### config.mk
export PLATFORM = sky130hd
export DESIGN_NAME = fetch_stage
export DESIGN_NICKNAME = d
export VERILOG_FILES = /design/src/rtl/fetch_stage.sv
export SDC_FILE = /design/constraint.sdc
export NUM_CORES = 1
export LEC_CHECK = 0
export ABC_AREA = 1
export CORE_MARGIN = 2
export CORE_UTILIZATION = 45
export DETAILED_ROUTE_END_ITERATION = 8
export GPL_TIMING_DRIVEN = 0
export PLACE_DENSITY = 0.78
export REMOVE_ABC_BUFFERS = 1
export SYNTH_ARGS = -nofsm -noshare
export SYNTH_HDL_FRONTEND = slang
export SYNTH_SLANG_ARGS = --single-unit
### constraint.sdc
create_clock -name clk -period 1.6 [get_ports clk]
set_input_delay 0.32 -clock clk [delete_from_list [all_inputs] [get_ports clk]]
set_output_delay 0.32 -clock clk [all_outputs]
set_load 0.05 [all_outputs]
### src/rtl/fetch_stage.sv
// IF stage with IF/ID register: owns the PC, fetches one instruction at a time over a
// valid/ready memory port, applies ID redirects and holds a one-entry skid for stalls.
module fetch_stage #(
  parameter logic [31:0] RESET_PC = 32'h0000_0000,
  parameter logic [7:0]  MAX_WAIT = 8'd255
) (
  input  logic        clk,
  input  logic        rst_n,
  output logic        imem_req_valid,
  input  logic        imem_req_ready,
  output logic [31:0] imem_req_addr,
  input  logic        imem_rsp_valid,
  input  logic [31:0] imem_rsp_data,
  input  logic        stall,
  input  logic [1:0]  jump,
  input  logic [25:0] jump_index,
  input  logic [31:0] jr_target,
  input  logic        branch_taken,
  input  logic [31:0] branch_target,
  output logic        ifid_valid,
  output logic [31:0] ifid_instr,
  output logic [5:0]  ifid_opcode,
  output logic [5:0]  ifid_func,
  output logic [31:0] ifid_pc4,
  output logic        imem_timeout
);

  typedef enum logic [1:0] {S_REQ, S_WAIT, S_FULL} state_t;

  state_t      state;
  logic [31:0] pc;
  logic        squash;
  logic [31:0] skid_instr;
  logic [31:0] skid_pc4;
  logic [7:0]  wait_cnt;
  logic        redirect;
  logic [31:0] target;

  always_comb begin
    redirect = 1'b0;
    target   = '0;
    if (branch_taken) begin
      redirect = 1'b1;
      target   = branch_target;
    end else if (jump == 2'b10) begin
      redirect = 1'b1;
      target   = jr_target & ~32'h3;
    end else if (jump == 2'b01) begin
      redirect = 1'b1;
      target   = {ifid_pc4[31:28], jump_index, 2'b00};
    end
  end

  // State resets to REQ, so the request is masked while reset is held.
  assign imem_req_valid = rst_n && (state == S_REQ);
  assign imem_req_addr  = pc;
  assign ifid_opcode    = ifid_instr[31:26];
  assign ifid_func      = ifid_instr[5:0];

  always_ff @(posedge clk or negedge rst_n) begin
    if (!rst_n) begin
      state        <= S_REQ;
      pc           <= RESET_PC;
      squash       <= 1'b0;
      skid_instr   <= '0;
      skid_pc4     <= '0;
      wait_cnt     <= '0;
      ifid_valid   <= 1'b0;
      ifid_instr   <= '0;
      ifid_pc4     <= '0;
      imem_timeout <= 1'b0;
    end else begin
      if (state == S_WAIT && !imem_rsp_valid) begin
        if (wait_cnt == MAX_WAIT)
          imem_timeout <= 1'b1;
        else
          wait_cnt <= wait_cnt + 8'd1;
      end else begin
        wait_cnt <= '0;
      end

      if (redirect) begin
        pc         <= target;
        ifid_valid <= 1'b0;
        ifid_instr <= '0;
        case (state)
          // A response landing on the redirect edge is the stale one; nothing is left
          // outstanding, so fetch restarts immediately instead of waiting to squash.
          S_WAIT: begin
            if (imem_rsp_valid) begin
              squash <= 1'b0;
              state  <= S_REQ;
            end else begin
              squash <= 1'b1;
            end
          end
          S_REQ: begin
            if (imem_req_ready) begin
              squash <= 1'b1;
              state  <= S_WAIT;
            end
          end
          default: state <= S_REQ;
        endcase
      end else begin
        if (!stall) begin
          ifid_valid <= 1'b0;
          ifid_instr <= '0;
        end
        case (state)
          S_REQ: begin
            if (imem_req_ready) begin
              pc    <= pc + 32'd4;
              state <= S_WAIT;
            end
          end
          S_WAIT: begin
            if (imem_rsp_valid) begin
              if (squash) begin
                squash <= 1'b0;
                state  <= S_REQ;
              end else if (stall) begin
                skid_instr <= imem_rsp_data;
                skid_pc4   <= pc;
                state      <= S_FULL;
              end else begin
                ifid_valid <= 1'b1;
                ifid_instr <= imem_rsp_data;
                ifid_pc4   <= pc;
                state      <= S_REQ;
              end
            end
          end
          S_FULL: begin
            if (!stall) begin
              ifid_valid <= 1'b1;
              ifid_instr <= skid_instr;
              ifid_pc4   <= skid_pc4;
              state      <= S_REQ;
            end
          end
          default: state <= S_REQ;
        endcase
      end
    end
  end

endmodule

* Word-level counts from Yosys, hierarchy flattened
Cells that the tools add are included.
** Operators by class
- Bitwise operators :: 2
- Equality and inequality tests :: 12
- Muxes and demuxes :: 44
- Reduce and logical (&&, ||, !) cells :: 16
- $add $sub $neg :: 2
** Operator list (count)
- $mux W32 :: 16
- $pmux W32 S2 :: 2
- $add A32 B3 Y32 const B :: 1
- $mux W8 :: 2
- $mux W2 :: 7
- $mux W1 :: 13
- $reduce_bool A2 Y1 :: 6
- $ne A2 B2 Y1 const B :: 5
- $add A8 B1 Y8 const B :: 1
- $eq A8 B8 Y1 const B :: 1
- $ne A3 B3 Y1 const B :: 2
- $pmux W2 S3 :: 1
- $reduce_and A2 Y1 :: 3
- $reduce_and A6 Y1 :: 1
- $reduce_and A5 Y1 :: 1
- $eq A2 B1 Y1 const B :: 2
- $eq A2 B2 Y1 const B :: 2
- $pmux W1 S2 :: 2
- $pmux W2 S2 :: 1
- $reduce_and A4 Y1 :: 1
- $logic_and A1 B1 Y1 :: 2
- $logic_not A2 Y1 :: 1
- $not A1 Y1 :: 2
- $logic_not A1 Y1 :: 1
** Word-level totals
- Bits of input ports :: 130
- Register bits :: 173
- Output and inout bits :: 111

* Logic depth before layout (Yosys ltp)
Gate-level depths: netlist of run 1.
- Depth in word-level cells :: 6
- Mapped depth :: 11

* Least setup slack after synthesis of run 1
OpenSTA, ideal clock, no wires.
- Kind :: reg-to-reg
- Start :: register pc[3] (netlist: imem_req_addr[3])
- End :: register pc[18] (netlist: imem_req_addr[18])
- Required time :: 1.482 ns
- Data arrival time :: 1.765 ns
- Cell stages (with the launch flop) :: 10
- Slack :: -0.283 ns
- Buffers on the path :: 0
- Setup time :: 0.118 ns
- Period minus slack after synthesis :: 1.883 ns
- Path through :: dfrtp_1 ha_1 nand2_1 nor2_2 nand2_4 nor2_4 xor2_1 nand2_1 nand2_1 nand2_1
** Between the ends
- Cells in the longest elaborated chain, start to end :: 4
** Ends and longest elaborated chain
- start: declaration :: line 31 : logic [31:0] pc;
- start signal: assignment :: line 83 : pc <= target;
- start signal: assignment :: line 113 : pc <= pc + 32'd4;
- $add A32 B3 Y32 :: line 113
- $mux W32 :: line 112 : if (imem_req_ready) begin
- $mux W32 :: line 110 : case (state)
- $mux W32 :: line 82 : if (redirect) begin
Every way passes these cells. The select of a mux whose other input is x is not followed.
A chain may end at the register's enable or synchronous reset.

* Worst setup path in the final report of run 1
- Start :: register state[1]
- End :: register skid_instr[30]
** Between the ends
- Cells in the longest elaborated chain, start to end :: 2
** Ends and longest elaborated chain
- start: declaration :: line 30 : state_t state;
- start signal: assignment :: line 62 : state <= S_REQ;
- start signal: assignment :: line 92 : state <= S_REQ;
- start signal: assignment :: line 100 : state <= S_WAIT;
- $eq A2 B1 Y1 :: line 110
- $reduce_and A5 Y1 (no source line)
- end signal: assignment :: line 123 : skid_instr <= imem_rsp_data;
- end: declaration :: line 33 : logic [31:0] skid_instr;
Every way passes these cells.

==> summary.txt, run 1 <==
Die
  – IO Count: 241
  – Die area: 21500 µm²
  – Die height: 147 µm
  – Total core area: 20100 µm²
  – Die width: 147 µm
  – Starting density of the core: 45.5%
  – Standard-cell row count: 52

Place
  – Area after DPL: 11500 µm²
  – Final GP Congestion: 0.862
  – HPWL after detailed placement: 17900 µm
  – PortBufs: 238

CTS
  – H-tree depth: 4
  – CTS tree: yes
  – Clk_lat worst skew: 0.45 ns
  – Clock sink total: 173
  – Num CTS Buffers: 17
  – Clk buf depth: 2
  – Clock Pin Slew Worst Setup and Hold Paths: 0.07 ns
  – Clock root cell: clkbuf_16

Timing
  – Slew @ Worst Pin: 0.646 ns
  – Max-slew headroom: 56.9%
  – Tmin final: 2.03 ns
  – Slew Viols, Final: 0
  – Final setup fails: 159
  – Final period util: 127%
  – Final worst slack: -0.434 ns
  – Setup tns final: -41.76 ns
  – Hold Fails Final Rpt: 77
  – Max Clock Skew: 0.0139 ns
  – Max Fclk: 492 MHz
  – RSZ-0062 raised after global routing: true
  – Hold Slack: -0.240 ns

Drt
  – DR DRC count: 0
  – Antenna Violating Nets Remaining: 0
  – Drt first-iter violations: 1068
  – DRT Pass-1 Iters: 6
  – Avg Vias per Cell: 5.93
  – Routed WL: 38100 µm
  – DR WL/cell: 21.4 µm
  – Via count: 10533

Critical path
  – R2r worst-path depth: 9
  – Worst path required time: 1.97 ns
  – CP Launch Type: flop
  – RR Endpoint: skid_instr[30]$_DFFE_PN0P_
  – Crit path kind: reg2reg
  – R2R Setup Slk: -0.43 ns
  – CP endpoint kind: flop
  – WP data arrival: 2.41 ns
  – CP max FO: 11
  – R2R Path Start: state[1]$_DFFE_PN0P_

Status
  – Outcome: finished with violations
  – Failing checks: negative hold slack, negative setup slack

Power and ir drop
  – Leak pwr: 0.00631 µW
  – Power density cells: 1390 nW/µm²
  – VDD IR max: 0.000795 V

Cells and area
  – Commonest non-fill, non-tap cell in the layout: nand2_1
  – Share of layout cells above drive strength 1: 32.4%
  – Synthesis-to-layout area growth: 59.6%
  – Cell area after layout: 14600 µm²
  – Area of the multi-input gates: 4960 µm²
  – Nets: 1629
  – Diodes inserted: 0
  – Most frequent cells in the layout: nand2_1 (267), dfrtp_1 (156), clkdlybuf4s50_1 (122)
  – Fillers: 1389
  – FF/Latch Area: 4350 µm²

Global routing
  – Initial antenna violation count: 0
  – Grt ovf: 0
  – First-pass GRT wire length: 55700 µm
  – Vias in the first global route: 10117
  – Pin count of the biggest net entering global routing: 80
  – Total track usage: 33.6%

Yosys
  – Mapped Area: 9140 µm²
  – Synth Register Bits: 173
  – Avg Cell Area, Syn: 7.71 µm²
  – Cells after Synth: 1185
  – Yosys Warn Count: 0
  – Sequential area share after synthesis: 47.4%
  – Synth cell types: 37

Flow run
  – Max-Cap Viols: 0

Hold path
  – Hold crit path type: in2async
power by group:
group	internal [µW]	total [µW]	leakage, µW	switching [µW]
clock	2080	4150	0.000275	2070
combinational	3450	9260	0.00386	5810
sequential	5660	6910	0.00217	1240
registers in the layout, summed over array words and instances, names as in the netlist:
register	count
ifid_pc4	32
imem_req_addr	32
ifid_valid	1
squash	1
imem_timeout	1
skid_instr	32
ifid_instr	32
state	2
skid_pc4	32
wait_cnt	8
final cells by class:
cell class	instances	area share, %
Timing Repair Buffer	349	26.2
Multi-Input combinational cell	848	34.0
Timing Repair inverter	10	0.858
Clock inverter	15	1.03
Sequential cell	173	29.8
Inverter	93	2.79
Clock buffer	17	2.92
Tap cell	270	2.32
worst max-delay path by stage:
| stage | startpoint | end | slack (ns) | cells past startpoint |
|---|---|---|---|---|
| finish | state[1]$_DFFE_PN0P_ | skid_instr[30]$_DFFE_PN0P_ | -0.43 | 9 |
| detailed placement | branch_taken | skid_instr[26]$_DFFE_PN0P_ | -3.46 | 10 |
| CTS | state[1]$_DFFE_PN0P_ | ifid_pc4[30]$_DFFE_PN0P_ | -0.28 | 11 |
| floorplan | state[0]$_DFFE_PN0P_ | ifid_instr[14]$_DFF_PN0_ | -1.72 | 6 |
| global route | state[1]$_DFFE_PN0P_ | skid_instr[30]$_DFFE_PN0P_ | -0.47 | 9 |
| global placement | rst_n | skid_pc4[22]$_DFFE_PN0P_ | -7.10 | 1 |
per-stage QoR:
step,std cells,worst slack [ns],utilization (%),power (µW),hold slack [ns]
detailed placement,1618,-3.46,57.4,13700,0.334
floorplan,1106,-1.72,-,11000,0.0244
global route,1775,-0.467,72.5,21100,-0.191
global placement,1614,-7.10,56.9,13500,0.448
CTS,1747,-0.278,69.6,19300,-0.194
finish,1775,-0.434,72.5,20300,-0.240
cells in the mapped netlist:
cell type	n	area (µm²)
buf_1	2	7.51
nand3b_1	1	7.51
clkbuf_1	23	86.3
a21oi_1	59	295
ha_1	7	87.6
or2_2	3	18.8
inv_2	3	11.3
nor4_1	1	6.26
nor3_1	9	45.0
o22ai_1	7	43.8
xor2_1	2	17.5
o31ai_1	2	15.0
nor2_2	3	18.8
nand4_1	2	12.5
nand2_4	3	33.8
nor2_8	2	40.0
nand3_1	115	576
and2_1	2	12.5
buf_6	1	11.3
clkbuf_2	1	5.00
dfrtp_1	173	4330
a31oi_1	46	288
nand3_4	1	17.5
o21ai_0	64	320
o221ai_1	3	26.3
nor2_4	6	67.6
inv_4	2	12.5
nand2_2	1	6.26
inv_1	88	330
nand2_1	319	1200
o21ai_1	34	170
buf_2	35	175
o211ai_1	31	233
o21ai_2	2	17.5
a32oi_1	8	70.1
buf_4	17	128
nor2_1	107	402
metal layers:
metal,up-vias,track usage (%),wire (µm)
met5,-,0,0
li1,4583,-,-
met2,710,56.6,18600
met4,0,13.7,1970
met1,5074,41.9,13800
met3,166,7.84,3690
cell families after synthesis:
kind of cell             Yosys count  synth area share [%]
AO/OA/AOI/OAI                    256                  16.2
AND/OR/NAND/NOR                  575                  26.9
adder cells (fa/ha/maj)            7                 0.958
buffers and inverters            172                  8.39
XOR/XNOR                           2                 0.192
flip-flops                       173                  47.4
timing repair:
item,CTS,global route
pin swaps,25,25
hold endpoints to repair,77,77
gates cloned,29,2
setup endpoints to repair,283,183
buffers inserted,68,29
gates resized for setup,603,147
worst max-delay path: stages, from the launching register on:
cell and delay (ns):
dfrtp_1 0.42, inv_2 0.09, buf_4 0.12, ha_4 0.18, nand2_4 0.07, nor2_4 0.16, inv_4 0.07, nor2_2 0.50
nand2_1 0.21, nand2_1 0.14
No activity file was read; power rests on OpenSTA's default activity.
==> run 2, diff against run 1 <==
- CTS_CLUSTER_SIZE: default -> 28
- PLACE_DENSITY: 0.78 -> 0.74
==> summary.txt, run 2 (synthesis results as in run 1) <==
Drt
  – Via count: 10443 (-0.85%)
  – DRT Pass-1 Iters: 5 (-1)
  – DR DRC count: 0 (unchanged)
  – Drt first-iter violations: 1156 (+8.2%)
  – Routed WL: 38400 µm (+0.96%)
  – Avg Vias per Cell: 5.93 (-0.12%)
  – DR WL/cell: 21.8 µm (+1.7%)
  – Antenna Violating Nets Remaining: 0 (unchanged)

Cells and area
  – FF/Latch Area: 4350 µm² (unchanged)
  – Synthesis-to-layout area growth: 51.7%
  – Most frequent cells in the layout: nand2_1 (287), dfrtp_1 (156), clkdlybuf4s50_1 (122)
  – Area of the multi-input gates: 4930 µm² (-0.68%)
  – Nets: 1615 (-0.86%)
  – Fillers: 1535 (+11%)
  – Share of layout cells above drive strength 1: 31.0% (-1.4 points)
  – Cell area after layout: 13900 µm² (-4.9%)
  – Commonest non-fill, non-tap cell in the layout: nand2_1

Timing
  – Hold Fails Final Rpt: 101 (+31%)
  – Max-slew headroom: 55.1% (-1.7 points)
  – Slew Viols, Final: 0 (unchanged)
  – Setup tns final: -33.28 ns (+8.48 ns)
  – Max Clock Skew: 0.00829 ns (-0.00558 ns)
  – RSZ-0062 raised after global routing: true
  – Slew @ Worst Pin: 0.673 ns (+0.0269 ns)
  – Final period util: 123% (-3.7 points)
  – Final worst slack: -0.374 ns (+0.0592 ns)
  – Hold Slack: -0.248 ns (-0.00815 ns)
  – Max Fclk: 506 MHz (+3.0%)
  – Final setup fails: 145 (-8.8%)
  – Tmin final: 1.97 ns (-0.0592 ns)

Die
  – IO Count: 241 (unchanged)
  – Standard-cell row count: 52 (unchanged)
  – Total core area: 20100 µm² (unchanged)
  – Die width: 147 µm (unchanged)
  – Starting density of the core: 45.5% (unchanged)
  – Die height: 147 µm (unchanged)
  – Die area: 21500 µm² (unchanged)

Critical path
  – WP data arrival: 2.33 ns (-0.08 ns)
  – CP Launch Type: flop
  – CP max FO: 5 (-6)
  – CP endpoint kind: flop
  – R2r worst-path depth: 9 (unchanged)
  – Worst path required time: 1.96 ns (about the same)
  – RR Endpoint: ifid_instr[29]$_DFF_PN0_
  – R2R Path Start: state[0]$_DFFE_PN0P_
  – R2R Setup Slk: -0.37 ns (+0.06 ns)
  – Crit path kind: reg2reg

Status
  – Outcome: finished with violations
  – Failing checks: negative hold slack, negative setup slack

CTS
  – Clk_lat worst skew: 0.45 ns (about the same)
  – Clock root cell: clkbuf_16
  – Num CTS Buffers: 17 (unchanged)
  – H-tree depth: 4 (unchanged)
  – Clk buf depth: 2 (unchanged)
  – Clock Pin Slew Worst Setup and Hold Paths: 0.07 ns (about the same)
  – Clock sink total: 173 (unchanged)
  – CTS tree: yes

Global routing
  – First-pass GRT wire length: 53000 µm (-4.9%)
  – Vias in the first global route: 9731 (-3.8%)
  – Pin count of the biggest net entering global routing: 74 (-7.5%)
  – Top Usage Layer GRT: met2
  – GR Util met2: 53.0% (-3.6 points)
  – Initial antenna violation count: 2 (+2)
  – GR Util met3: 6.44% (-1.4 points)
  – Total track usage: 31.7% (-1.9 points)
  – Met1 usage: 39.9% (-2.0 points)
  – Grt ovf: 0 (unchanged)

Place
  – HPWL after detailed placement: 17900 µm (-0.40%)
  – Final GP Congestion: 0.867 (+0.53%)
  – PortBufs: 238 (unchanged)
  – Area after DPL: 11500 µm² (unchanged)

Power and ir drop
  – Total Power Consumption: 19800 µW (-2.5%)
  – Power density cells: 1430 nW/µm² (+2.6%)
  – Leak pwr: 0.00619 µW (-1.8%)
  – VDD IR max: 0.000937 V (+18%)

Hold path
  – Hold crit path type: in2async

Flow run
  – Max-Cap Viols: 0 (unchanged)
run 2: changes by cell type in the layout (fill, tap and decap cells not counted), sizes merged:
cell           change
o21ai              +1
clkdlybuf4s18      -2
clkbuf            +85
diode              +1
buf               -23
clkdlybuf4s15     -73
clkinvlp           +2
inv                -3
dlygate4sd2        -1
run 2: timing repair:
action | in CTS | in global routing
hold endpoints to repair | 101 | 101
cloned | 20 | 12
gates resized for setup | 355 | 354
pin swaps | 43 | 29
setup endpoints to repair | 281 | 257
setup buffers | 60 | 23
run 2: per-layer routing:
layer  up-vias  part of all wire [%]
li1       4549                     -
met1      5014                    36
met2       697                    48
met3       181                   9.5
met4         2                   5.5
met5         -                 0.034
run 2: worst max path at each step:
stage	slack (ns)	endpoint	from
after floorplan	-1.72	ifid_instr[14]$_DFF_PN0_	state[0]$_DFFE_PN0P_
after global placement	-7.10	ifid_pc4[18]$_DFFE_PN0P_	rst_n
after detailed placement	-3.45	skid_pc4[1]$_DFFE_PN0P_	branch_taken
after CTS	-0.22	ifid_pc4[13]$_DFFE_PN0P_	state[1]$_DFFE_PN0P_
after global routing	-0.43	ifid_instr[29]$_DFF_PN0_	state[1]$_DFFE_PN0P_
final	-0.37	ifid_instr[29]$_DFF_PN0_	state[0]$_DFFE_PN0P_
run 2: worst max-delay path, cell delays in order, from the launching register on:
cell	delay [ns]
dfrtp_1	0.36
inv_2	0.07
ha_4	0.28
clkinvlp_4	0.19
buf_4	0.20
buf_4	0.14
nor2_4	0.21
buf_12	0.15
nand3_1	0.11
a31oi_1	0.18
run 2: cell type report:
class / count / area share (%)
clock buffer: 17 / 3.07
tap: 270 / 2.44
inverter: 93 / 3.03
multi-input combinational: 849 / 35.6
sequential: 173 / 31.4
antenna: 1 / 0.0181
clock inverter: 15 / 0.948
timing repair buffer: 335 / 22.9
timing repair inverter: 9 / 0.677
run 2: per-stage QoR:
stage / setup slack, ns / instances / hold slack (ns) / util, %
6_report: -0.374 / 1762 / -0.248 / 69.0
3_3_place_gp: -7.10 / 1614 / 0.449 / 56.9
5_1_grt: -0.434 / 1762 / -0.246 / 69.0
4_1_cts: -0.221 / 1730 / -0.246 / 65.8
2_1_floorplan: -1.72 / 1106 / 0.0244 / -
3_5_place_dp: -3.45 / 1618 / 0.425 / 57.4
run 2: power breakdown:
group          switching, µW  internal (µW)
clock network           2020           2050
registers               1200           5660
logic                   5820           3060
total                   9040          10800
